[src/rtl/dmem_pkg.sv]
// Shared types and constants for the data-memory load/store unit.
// Optional timeout logic in the top is enabled with the DMEM_TIMEOUT_EN macro.
package dmem_pkg;

    typedef enum logic [1:0] {
        S_IDLE = 2'd0,
        S_WAIT = 2'd1,
        S_DONE = 2'd2
    } state_t;

    localparam logic [2:0] F3_B  = 3'b000;
    localparam logic [2:0] F3_H  = 3'b001;
    localparam logic [2:0] F3_W  = 3'b010;
    localparam logic [2:0] F3_BU = 3'b100;
    localparam logic [2:0] F3_HU = 3'b101;

    localparam int TIMEOUT_CYCLES_DEFAULT = 64;

    // Registered bus-side request, cleared to zero outside WAIT.
    typedef struct packed {
        logic        req;
        logic        we;
        logic [29:0] addr;
        logic [3:0]  be;
        logic [31:0] wdata;
    } bus_t;

    // Extends a lane that has already been shifted down to bit 0.
    function automatic logic [31:0] extend_load(input logic [2:0] f3, input logic [31:0] lane);
        logic [31:0] res;
        case (f3)
            F3_B:    res = {{24{lane[7]}}, lane[7:0]};
            F3_H:    res = {{16{lane[15]}}, lane[15:0]};
            F3_W:    res = lane;
            F3_BU:   res = {24'd0, lane[7:0]};
            F3_HU:   res = {16'd0, lane[15:0]};
            default: res = 32'd0;
        endcase
        return res;
    endfunction

endpackage

[src/rtl/dmem_align.sv]
// Combinational lane logic: store byte enables and replication, load lane
// select/extension, and misaligned/illegal request detection.
module dmem_align
    import dmem_pkg::*;
(
    input  logic        mem_read,
    input  logic        mem_write,
    input  logic [2:0]  func3,
    input  logic [1:0]  addr_lo,
    input  logic [31:0] wdata,
    input  logic [2:0]  ld_func3,
    input  logic [1:0]  ld_off,
    input  logic [31:0] rdata,
    output logic [3:0]  be,
    output logic [31:0] wdata_rep,
    output logic [31:0] load_data,
    output logic        misaligned
);

    logic        bad_align_s;
    logic        f3_ok_s;
    logic [31:0] lane_s;

    // Request decode: width-dependent byte enables, alignment and legality.
    always_comb begin
        be          = 4'b0000;
        wdata_rep   = 32'd0;
        bad_align_s = 1'b0;
        f3_ok_s     = 1'b0;
        case (func3)
            F3_B, F3_BU: begin
                be          = 4'b0001 << addr_lo;
                bad_align_s = 1'b0;
            end
            F3_H, F3_HU: begin
                be          = addr_lo[1] ? 4'b1100 : 4'b0011;
                bad_align_s = addr_lo[0];
            end
            F3_W: begin
                be          = 4'b1111;
                bad_align_s = (addr_lo != 2'b00);
            end
            default: begin
                be          = 4'b0000;
                bad_align_s = 1'b1;
            end
        endcase
        if (mem_write) begin
            f3_ok_s = (func3 == F3_B) || (func3 == F3_H) || (func3 == F3_W);
            case (func3)
                F3_B:    wdata_rep = {4{wdata[7:0]}};
                F3_H:    wdata_rep = {2{wdata[15:0]}};
                F3_W:    wdata_rep = wdata;
                default: wdata_rep = 32'd0;
            endcase
        end else begin
            f3_ok_s = (func3 == F3_B) || (func3 == F3_H) || (func3 == F3_W) ||
                      (func3 == F3_BU) || (func3 == F3_HU);
        end
        misaligned = (mem_read & mem_write) |
                     ((mem_read ^ mem_write) & (~f3_ok_s | bad_align_s));
    end

    // Load path works from the captured width/offset, not the live request.
    always_comb begin
        lane_s    = rdata >> {ld_off, 3'b000};
        load_data = extend_load(ld_func3, lane_s);
    end

endmodule

[src/rtl/dmem_access_unit.sv]
// Memory-stage load/store unit: IDLE/WAIT/DONE handshake with the data bus.
// Define DMEM_TIMEOUT_EN to add the WAIT-state timeout and BUS_ERROR pulse.
module dmem_access_unit
    import dmem_pkg::*;
#(
    parameter int TIMEOUT_CYCLES = TIMEOUT_CYCLES_DEFAULT
) (
    input  logic        CLK,
    input  logic        RESET_N,
    input  logic        MEM_READ,
    input  logic        MEM_WRITE,
    input  logic [2:0]  FUNC3,
    input  logic [31:0] ADDRESS,
    input  logic [31:0] WRITE_DATA,
    output logic [31:0] DMEM_OUT,
    output logic        BUSYWAIT,
    output logic        MISALIGNED,
    output logic        BUS_ERROR,
    output logic        MEM_REQ,
    output logic        MEM_WE,
    output logic [29:0] MEM_ADDR,
    output logic [3:0]  MEM_BE,
    output logic [31:0] MEM_WDATA,
    input  logic [31:0] MEM_RDATA,
    input  logic        MEM_ACK
);

    state_t      state_q, state_d;
    bus_t        bus_q, bus_d;
    logic [2:0]  ld_f3_q, ld_f3_d;
    logic [1:0]  ld_off_q, ld_off_d;
    logic [31:0] data_q, data_d;

    logic [3:0]  be_s;
    logic [31:0] wdata_rep_s;
    logic [31:0] load_data_s;
    logic        misaligned_s;
    logic        valid_s;

`ifdef DMEM_TIMEOUT_EN
    localparam logic [9:0] TO_LAST = 10'(TIMEOUT_CYCLES - 1);
    logic [9:0]  cnt_q, cnt_d;
    logic        err_q, err_d;
`endif

    dmem_align u_align (
        .mem_read   (MEM_READ),
        .mem_write  (MEM_WRITE),
        .func3      (FUNC3),
        .addr_lo    (ADDRESS[1:0]),
        .wdata      (WRITE_DATA),
        .ld_func3   (ld_f3_q),
        .ld_off     (ld_off_q),
        .rdata      (MEM_RDATA),
        .be         (be_s),
        .wdata_rep  (wdata_rep_s),
        .load_data  (load_data_s),
        .misaligned (misaligned_s)
    );

    assign valid_s = (MEM_READ ^ MEM_WRITE) & ~misaligned_s;

    // Next-state, bus capture and load-data capture.
    always_comb begin
        state_d  = state_q;
        bus_d    = bus_q;
        ld_f3_d  = ld_f3_q;
        ld_off_d = ld_off_q;
        data_d   = data_q;
`ifdef DMEM_TIMEOUT_EN
        cnt_d    = cnt_q;
        err_d    = 1'b0;
`endif
        case (state_q)
            S_IDLE: begin
                if (valid_s) begin
                    state_d       = S_WAIT;
                    bus_d.req     = 1'b1;
                    bus_d.we      = MEM_WRITE;
                    bus_d.addr    = ADDRESS[31:2];
                    bus_d.be      = be_s;
                    bus_d.wdata   = wdata_rep_s;
                    ld_f3_d       = FUNC3;
                    ld_off_d      = ADDRESS[1:0];
                    data_d        = 32'd0;
`ifdef DMEM_TIMEOUT_EN
                    cnt_d         = 10'd0;
`endif
                end else begin
                    state_d = S_IDLE;
                end
            end
            S_WAIT: begin
                if (MEM_ACK) begin
                    state_d = S_DONE;
                    bus_d   = '0;
                    data_d  = bus_q.we ? 32'd0 : load_data_s;
`ifdef DMEM_TIMEOUT_EN
                end else if (cnt_q == TO_LAST) begin
                    state_d = S_DONE;
                    bus_d   = '0;
                    data_d  = 32'd0;
                    err_d   = 1'b1;
                end else begin
                    cnt_d   = cnt_q + 10'd1;
                end
`else
                end else begin
                    state_d = S_WAIT;
                end
`endif
            end
            S_DONE: begin
                state_d = S_IDLE;
            end
            default: begin
                state_d = S_IDLE;
                bus_d   = '0;
                data_d  = 32'd0;
            end
        endcase
    end

    // State and capture registers; reset abandons any in-flight access.
    always_ff @(posedge CLK or negedge RESET_N) begin
        if (!RESET_N) begin
            state_q  <= S_IDLE;
            bus_q    <= '0;
            ld_f3_q  <= 3'd0;
            ld_off_q <= 2'd0;
            data_q   <= 32'd0;
        end else begin
            state_q  <= state_d;
            bus_q    <= bus_d;
            ld_f3_q  <= ld_f3_d;
            ld_off_q <= ld_off_d;
            data_q   <= data_d;
        end
    end

`ifdef DMEM_TIMEOUT_EN
    // Timeout counter and error flag (flag is only ever set for the DONE cycle).
    always_ff @(posedge CLK or negedge RESET_N) begin
        if (!RESET_N) begin
            cnt_q <= 10'd0;
            err_q <= 1'b0;
        end else begin
            cnt_q <= cnt_d;
            err_q <= err_d;
        end
    end
    assign BUS_ERROR = err_q;
`else
    assign BUS_ERROR = 1'b0;
`endif

    // Reset gates the stall so every output except MISALIGNED reads 0 in reset.
    assign BUSYWAIT   = RESET_N & (((state_q == S_IDLE) & valid_s) | (state_q == S_WAIT));
    assign MISALIGNED = misaligned_s;
    assign DMEM_OUT   = (state_q == S_DONE) ? data_q : 32'd0;
    assign MEM_REQ    = bus_q.req;
    assign MEM_WE     = bus_q.we;
    assign MEM_ADDR   = bus_q.addr;
    assign MEM_BE     = bus_q.be;
    assign MEM_WDATA  = bus_q.wdata;

endmodule
[config.mk]
export PLATFORM = sky130hd
export DESIGN_NAME = dmem_access_unit
export DESIGN_NICKNAME = d
export VERILOG_FILES = /design/src/rtl/dmem_pkg.sv /design/src/rtl/dmem_align.sv /design/src/rtl/dmem_access_unit.sv
export SDC_FILE = /design/constraint.sdc
export NUM_CORES = 1
export LEC_CHECK = 0
export CORE_MARGIN = 2
export CORE_UTILIZATION = 40
export DETAILED_ROUTE_END_ITERATION = 10
export PLACE_DENSITY_LB_ADDON = 0.25
export SYNTH_ARGS = -nofsm -noshare
export SYNTH_HDL_FRONTEND = slang
export SYNTH_SLANG_ARGS = --single-unit
[constraint.sdc]
create_clock -name CLK -period 2.4 [get_ports CLK]
set_clock_uncertainty 0.2 [all_clocks]
set_input_delay 0.48 -clock CLK [delete_from_list [all_inputs] [get_ports CLK]]
set_output_delay 0.48 -clock CLK [all_outputs]
set_load 0.1 [all_outputs]
==> qor.yml, run 1 <==
crit_type: "in2out"
core-area_sq_um: 12600
p_per_area_nw_per_um2: 974
fmax_ghz: 0.419
synth_top_cells_by_area: "dfrtp_1 (52%), o2bb2ai_1 (8.5%), a22o_1 (8.0%)"
syn_nets: 566
grt_max_degree: 108
hold_buffers: 0
gp_congestion: 0.851
cts_made_buffers: 9
syn_avg_cell_area_sq_um: 11.2
relSlewSlack_pct: 54.0
vias: 4644
yosys.area.top_type_share_pct: 51.8
synth_area_leader_cell: "dfrtp_1"
antenna_found_initial: 0
end_kind: "output pin"
hold_path.class: "in2async"
clk_latency_ps: 330
pwr-share-clk_pct: 18.1
placed_area_sq_um: 7810
cts.sinks: 107
synth.cell_area_sq_um: 5170
regArea_sq_um: 2680
io-pin-count: 207
p_leak_nw: 3.65
grt_pass1_vias: 4686
cts_tree: "done"
comb_power_share_pct: 51.3
power_switching_share_pct: 47.8
start_util_pct: 41.0
grt_setup_unrepaired: "yes"
fin_area_sq_um: 8100
wire_per_inst_um: 18.5
die_h_um: 118
synth_cell_types: 47
drc: 0
grt_first_pass_wirelength_um: 25000
overflow: 0
async_flop_share_pct: 100
stdcell_count: 845
worst_slew_pin_slew_ps: 689
multi_input_area_sq_um: 2360
synth_cells: 461
synth_seq_cells: 107
path_max_fanout: 2
hold_viol_final: 0
drtIter0Drc: 295
grtUsageTotal_pct: 22.6
dp.cells: 829
synth-edff-count: 0
synthTopCellsByCount: "dfrtp_1 (107), o2bb2ai_1 (50), a22o_1 (47), and2_1 (32), clkbuf_1 (28)"
vias_per_cell: 5.50
intPower_mw: 4.12
cts_setup_buffers: 0
setup_viol: 0
status: "completed"
wirelength_um: 15600
yosysMostFrequentCell: "dfrtp_1"
p_sw_mw: 3.77
yosysSeqAreaShare_pct: 51.8
syn2layout_area_growth_pct: 56.6
die_area_sq_um: 13900
die_x_um: 118
ys.flop_type: "dfrtp_1"
vdd_drop_max_mv: 0.847
yosys_warnings: 0
cp-start-kind: "input port"
clkTransAtPathRegs_ps: 80
cts_max_level: 3
dr.pass1.iters: 4
clockRootBuffer: "clkbuf_16"
portBuffers: 205
maxCapViolCount: 0
antenna_cells: 0
worst_hold_slack_ps: 48.9
clockBufferDepth: 2
ant_nets: 0
total_power_mw: 7.88
drive_above_1_share_pct: 26.9
cp_data_required_time_ps: 1720
period_share_pct: 99.3
nFillCells: 1030
dp_hpwl_um: 11400
fin_crit_ps: 2380
num-nets-final: 773
fin_util_pct: 64.2
seq_power_share_pct: 30.6
drv_slew: 0
worstPathArrival_ps: 1700
rows: 41
-- layer usage --
metal	up-vias	wire length [um]	track usage, %	part of all wire, %
met5	-	0	0	0
met3	18	1150	6.44	7.4
met1	2277	6550	28.7	42
met2	200	7590	37.4	49
met4	0	311	6.93	2.0
li1	2149	-	-	-
-- worst paths after layout --
| kind | start | to | slack (ps) | depth (start not counted) |
|---|---|---|---|---|
| max in group asynchronous | RESET_N | MEM_WDATA[13] | 1540 | 2 |
| min | RESET_N | MEM_ADDR[28] | 50 | 2 |
| min in group CLK | data_q[30] | data_q[30] | 280 | 1 |
| max reg2reg | ld_off_q[1] | data_q[26] | 270 | 4 |
| max | ADDRESS[0] | BUSYWAIT | 20 | 5 |
| min reg2reg | data_q[30] | data_q[30] | 280 | 1 |
-- worst max-delay path, stage by stage --
cell and delay (ps):
buf_2 110, or4_4 540, a21bo_4 240, a21boi_4 150
buf_12 190
-- cell type report --
class | count | share of cell area, %
clock inverters | 6 | 0.603
repair buffers | 237 | 31.3
multi-input cells | 307 | 29.1
flip-flops and latches | 107 | 33.1
well taps | 172 | 2.66
inverters | 6 | 0.278
clock buffers | 10 | 2.95
-- layout by cell type, fill, tap and decap left out, types with 3 or more instances in the layout --
| master | count |
|---|---|
| a21oi_1 | 24 |
| a22o_1 | 47 |
| a22oi_1 | 8 |
| a2bb2oi_1 | 8 |
| and2_1 | 32 |
| buf_12 | 42 |
| buf_2 | 5 |
| buf_4 | 92 |
| clkbuf_16 | 9 |
| clkdlybuf4s50_1 | 95 |
| dfrtp_1 | 107 |
| inv_1 | 6 |
| mux2_2 | 7 |
| mux2i_1 | 26 |
| nand2_1 | 19 |
| nand2b_1 | 4 |
| nand3_1 | 9 |
| nor2_1 | 13 |
| nor2b_1 | 3 |
| o211ai_1 | 7 |
| o21ai_0 | 13 |
| o22ai_1 | 8 |
| o2bb2ai_1 | 50 |
-- flip-flops by register name, summed over array words and instances (netlist names) --
register	cells
MEM_WDATA	32
MEM_REQ	1
state_q	2
MEM_BE	4
MEM_ADDR	30
data_q	32
ld_f3_q	3
ld_off_q	2
MEM_WE	1
-- through the flow --
step,TNS [ps],setup slack (ps)
final,0,15.6
after global placement,-21630,-372
after global routing,-25.9,-25.9
after floorplan,-296,-296
after detailed placement,-29640,-495
after CTS,0,9.25
-- power groups by stage --
stage / clock [mW] / combinational, mW / sequential, mW
2_1_floorplan: 0 / 1.25 / 4.10
3_3_place_gp: 0 / 3.99 / 2.43
3_5_place_dp: 0 / 4.03 / 2.43
4_1_cts: 1.45 / 4.04 / 2.41
5_1_grt: 1.54 / 4.21 / 2.46
6_report: 1.43 / 4.04 / 2.41
-- what timing repair did --
item	CTS	global route
endpoints found under the setup margin	18	8
resized for setup	25	4
gates cloned	0	0
pin swaps	4	0
-- kinds of logic (layout without fill, tap and decap cells) --
group / after synthesis / after routing / share of synthesized area, %
buffers and inverters: 47 / 259 / 3.87
AO/OA/AOI/OAI: 179 / 179 / 27.2
other: 1 / 1 / 0.0725
multiplexers: 35 / 35 / 7.43
adder cells (fa/ha/maj): 1 / 1 / 0.242
flip-flops: 107 / 107 / 51.8
AND/OR/NAND/NOR: 91 / 91 / 9.39
Note: power is estimated with default switching activity, not from simulation.
==> run 2: changes to the inputs <==
CAP_MARGIN = 10   (was not set)
CTS_CLUSTER_SIZE = 20   (was not set)
==> results of run 2 <==
The final DEF is identical to that of run 1; final timing and power are the same.
==> run 3: changes to the inputs <==
CORE_ASPECT_RATIO = 1.75   (was not set)
==> run 3 against run 2 <==
Power grew 1.0%. Sequential power is essentially flat. Sequential share of layout area shrank 0.11 points. Critical endpoint unchanged. Largest cell class unchanged. Highest routed layer unchanged.
==> qor.yml, run 3 (synthesis results as in run 1) <==
status: "completed"
overflow: 0  # unchanged
dp_slack_ps: -392  # +104 ps
ant_nets: 0  # unchanged
p_per_area_nw_per_um2: 980  # +0.64%
io-pin-count: 207  # unchanged
path_delay_family: "simple AND/OR/NAND/NOR gates"
core-area_sq_um: 12800  # +1.4%
portBuffers: 205  # unchanged
cp-start-kind: "input port"
start_util_pct: 40.4  # -0.58 points
placed_area_sq_um: 7850  # +0.53%
nFillCells: 1084  # +5.2%
die_area_sq_um: 13900  # +0.26%
vias: 4712  # +1.5%
end_kind: "output pin"
cts_max_level: 3  # unchanged
gp_congestion: 0.877  # +3.0%
relSlewSlack_pct: 51.0  # -3.1 points
drv_slew: 0  # unchanged
timing.rr.end: "data_q[31]"
max_stage_delay_ps: 540  # about the same
path_cells: "buf_2 -> or4_4 -> a21bo_4 -> a21boi_4 -> buf_12"
dp_hpwl_um: 12500  # +9.9%
cts_tree: "done"
worst_path_max_delay_cell: "or4_4"
cts_made_buffers: 9  # unchanged
syn2layout_area_growth_pct: 57.2
antenna_found_initial: 0  # unchanged
cts.sinks: 107  # unchanged
die_h_um: 154  # +31%
grt_setup_unrepaired: "yes"
worst_slew_pin_slew_ps: 735  # +46.1 ps
setup_viol: 0  # unchanged
layout_common_cells: "dfrtp_1 (106), buf_4 (104), clkdlybuf4s50_1 (95)"
hold_path.class: "in2async"
grtUsageTotal_pct: 23.3  # +0.72 points
r2r_slack_ps: 340  # +70 ps
p_leak_nw: 3.68  # +0.89%
rr_worst_depth: 4  # unchanged
vias_per_cell: 5.52  # +0.39%
vdd_drop_max_mv: 0.855  # +1.0%
wire_per_inst_um: 19.3  # +4.2%
drc: 0  # unchanged
drive_above_1_share_pct: 27.8  # +0.92 points
clockRootBuffer: "clkbuf_16"
grt_pass1_vias: 4971  # +6.1%
finalWorstSetupSlack_ps: 3.02  # -12.6 ps
cp_data_required_time_ps: 1720  # about the same
path_max_fanout: 2  # unchanged
crit_buf_inv: 2  # unchanged
num-nets-final: 783  # +1.3%
hold_viol_final: 0  # unchanged
hold_buffers: 0  # unchanged
clkTransAtPathRegs_ps: 70  # about the same
r2r_start: "ld_off_q[1]"
maxCapViolCount: 0  # unchanged
dr.pass1.iters: 4  # unchanged
crit_type: "in2out"
fmax_ghz: 0.417  # -0.53%
total_power_mw: 7.96  # +1.0%
die_x_um: 90.0  # -24%
layout_commonest_cell: "dfrtp_1"
fin_area_sq_um: 8130  # +0.37%
rows: 55  # +34%
wirelength_um: 16400  # +5.3%
drtIter0Drc: 243  # -18%
period_share_pct: 99.9  # +0.53 points
clockBufferDepth: 2  # unchanged
antenna_cells: 0  # unchanged
grt_first_pass_wirelength_um: 26100  # +4.2%
fin_crit_ps: 2400  # +12.6 ps
clk_latency_ps: 330  # about the same
worstPathArrival_ps: 1720  # +20 ps
grt_max_degree: 108  # unchanged
-- run 3: report_power, final --
part	switching (mW)	internal [mW]	leakage (nW)
combinational	2.88	1.27	2.11
clock	0.667	0.738	0.132
sequential	0.251	2.16	1.44
total	3.80	4.17	3.68
-- run 3: final cells by class --
class / count / area (sq um) / share of cell area (%)
multi-input cells: 307 / 2350 / 28.9
well taps: 171 / 214 / 2.63
inverters: 6 / 22.5 / 0.277
flip-flops and latches: 107 / 2680 / 33.0
clock buffers: 11 / 243 / 2.99
clock inverters: 5 / 37.5 / 0.462
repair buffers: 247 / 2580 / 31.8
-- run 3: worst max path at each step --
stage                    start        to  slack [ps]  cells after the start
detailed placement   MEM_WRITE  BUSYWAIT        -390                      6
CTS                 state_q[0]  BUSYWAIT         -10                      4
floorplan             FUNC3[0]  BUSYWAIT        -300                      5
global route        ADDRESS[1]  BUSYWAIT         -20                      5
global placement    ADDRESS[1]  BUSYWAIT        -390                      5
finish              ADDRESS[1]  BUSYWAIT           3                      5
-- run 3: worst register-to-register path, stage by stage, from the launching register on --
cell	delay, ps
dfrtp_1	450
or4b_1	590
nor2_1	410
a2bb2oi_1	190
o2bb2ai_1	150
-- run 3: what timing repair did --
action / CTS / global route
resized for setup: 26 / 2
gates cloned: 0 / 0
buffers inserted: 1 / 0
pin swaps: 6 / 1
hold endpoints to repair: 0 / 0
setup endpoints to repair: 16 / 5
-- run 3: metal layers --
layer / GRT usage, % / wire, um / share of wire, %
met1: 26.6 / 6150 / 37
met2: 42.2 / 8820 / 54
met3: 4.77 / 879 / 5.3
met4: 9.74 / 591 / 3.6
met5: 0 / 0 / 0
-- run 3: per-stage QoR --
step                      hold slack (ps)  cells  TNS, ps  utilization (%)
after floorplan                     -15.6    461     -296                -
after CTS                            65.1    854    -11.4             63.5
after global placement                264    837   -31220             61.3
after detailed placement              269    837   -34630             61.3
after global routing                 62.0    854    -20.6             63.5
final                               0.751    854        0             63.5
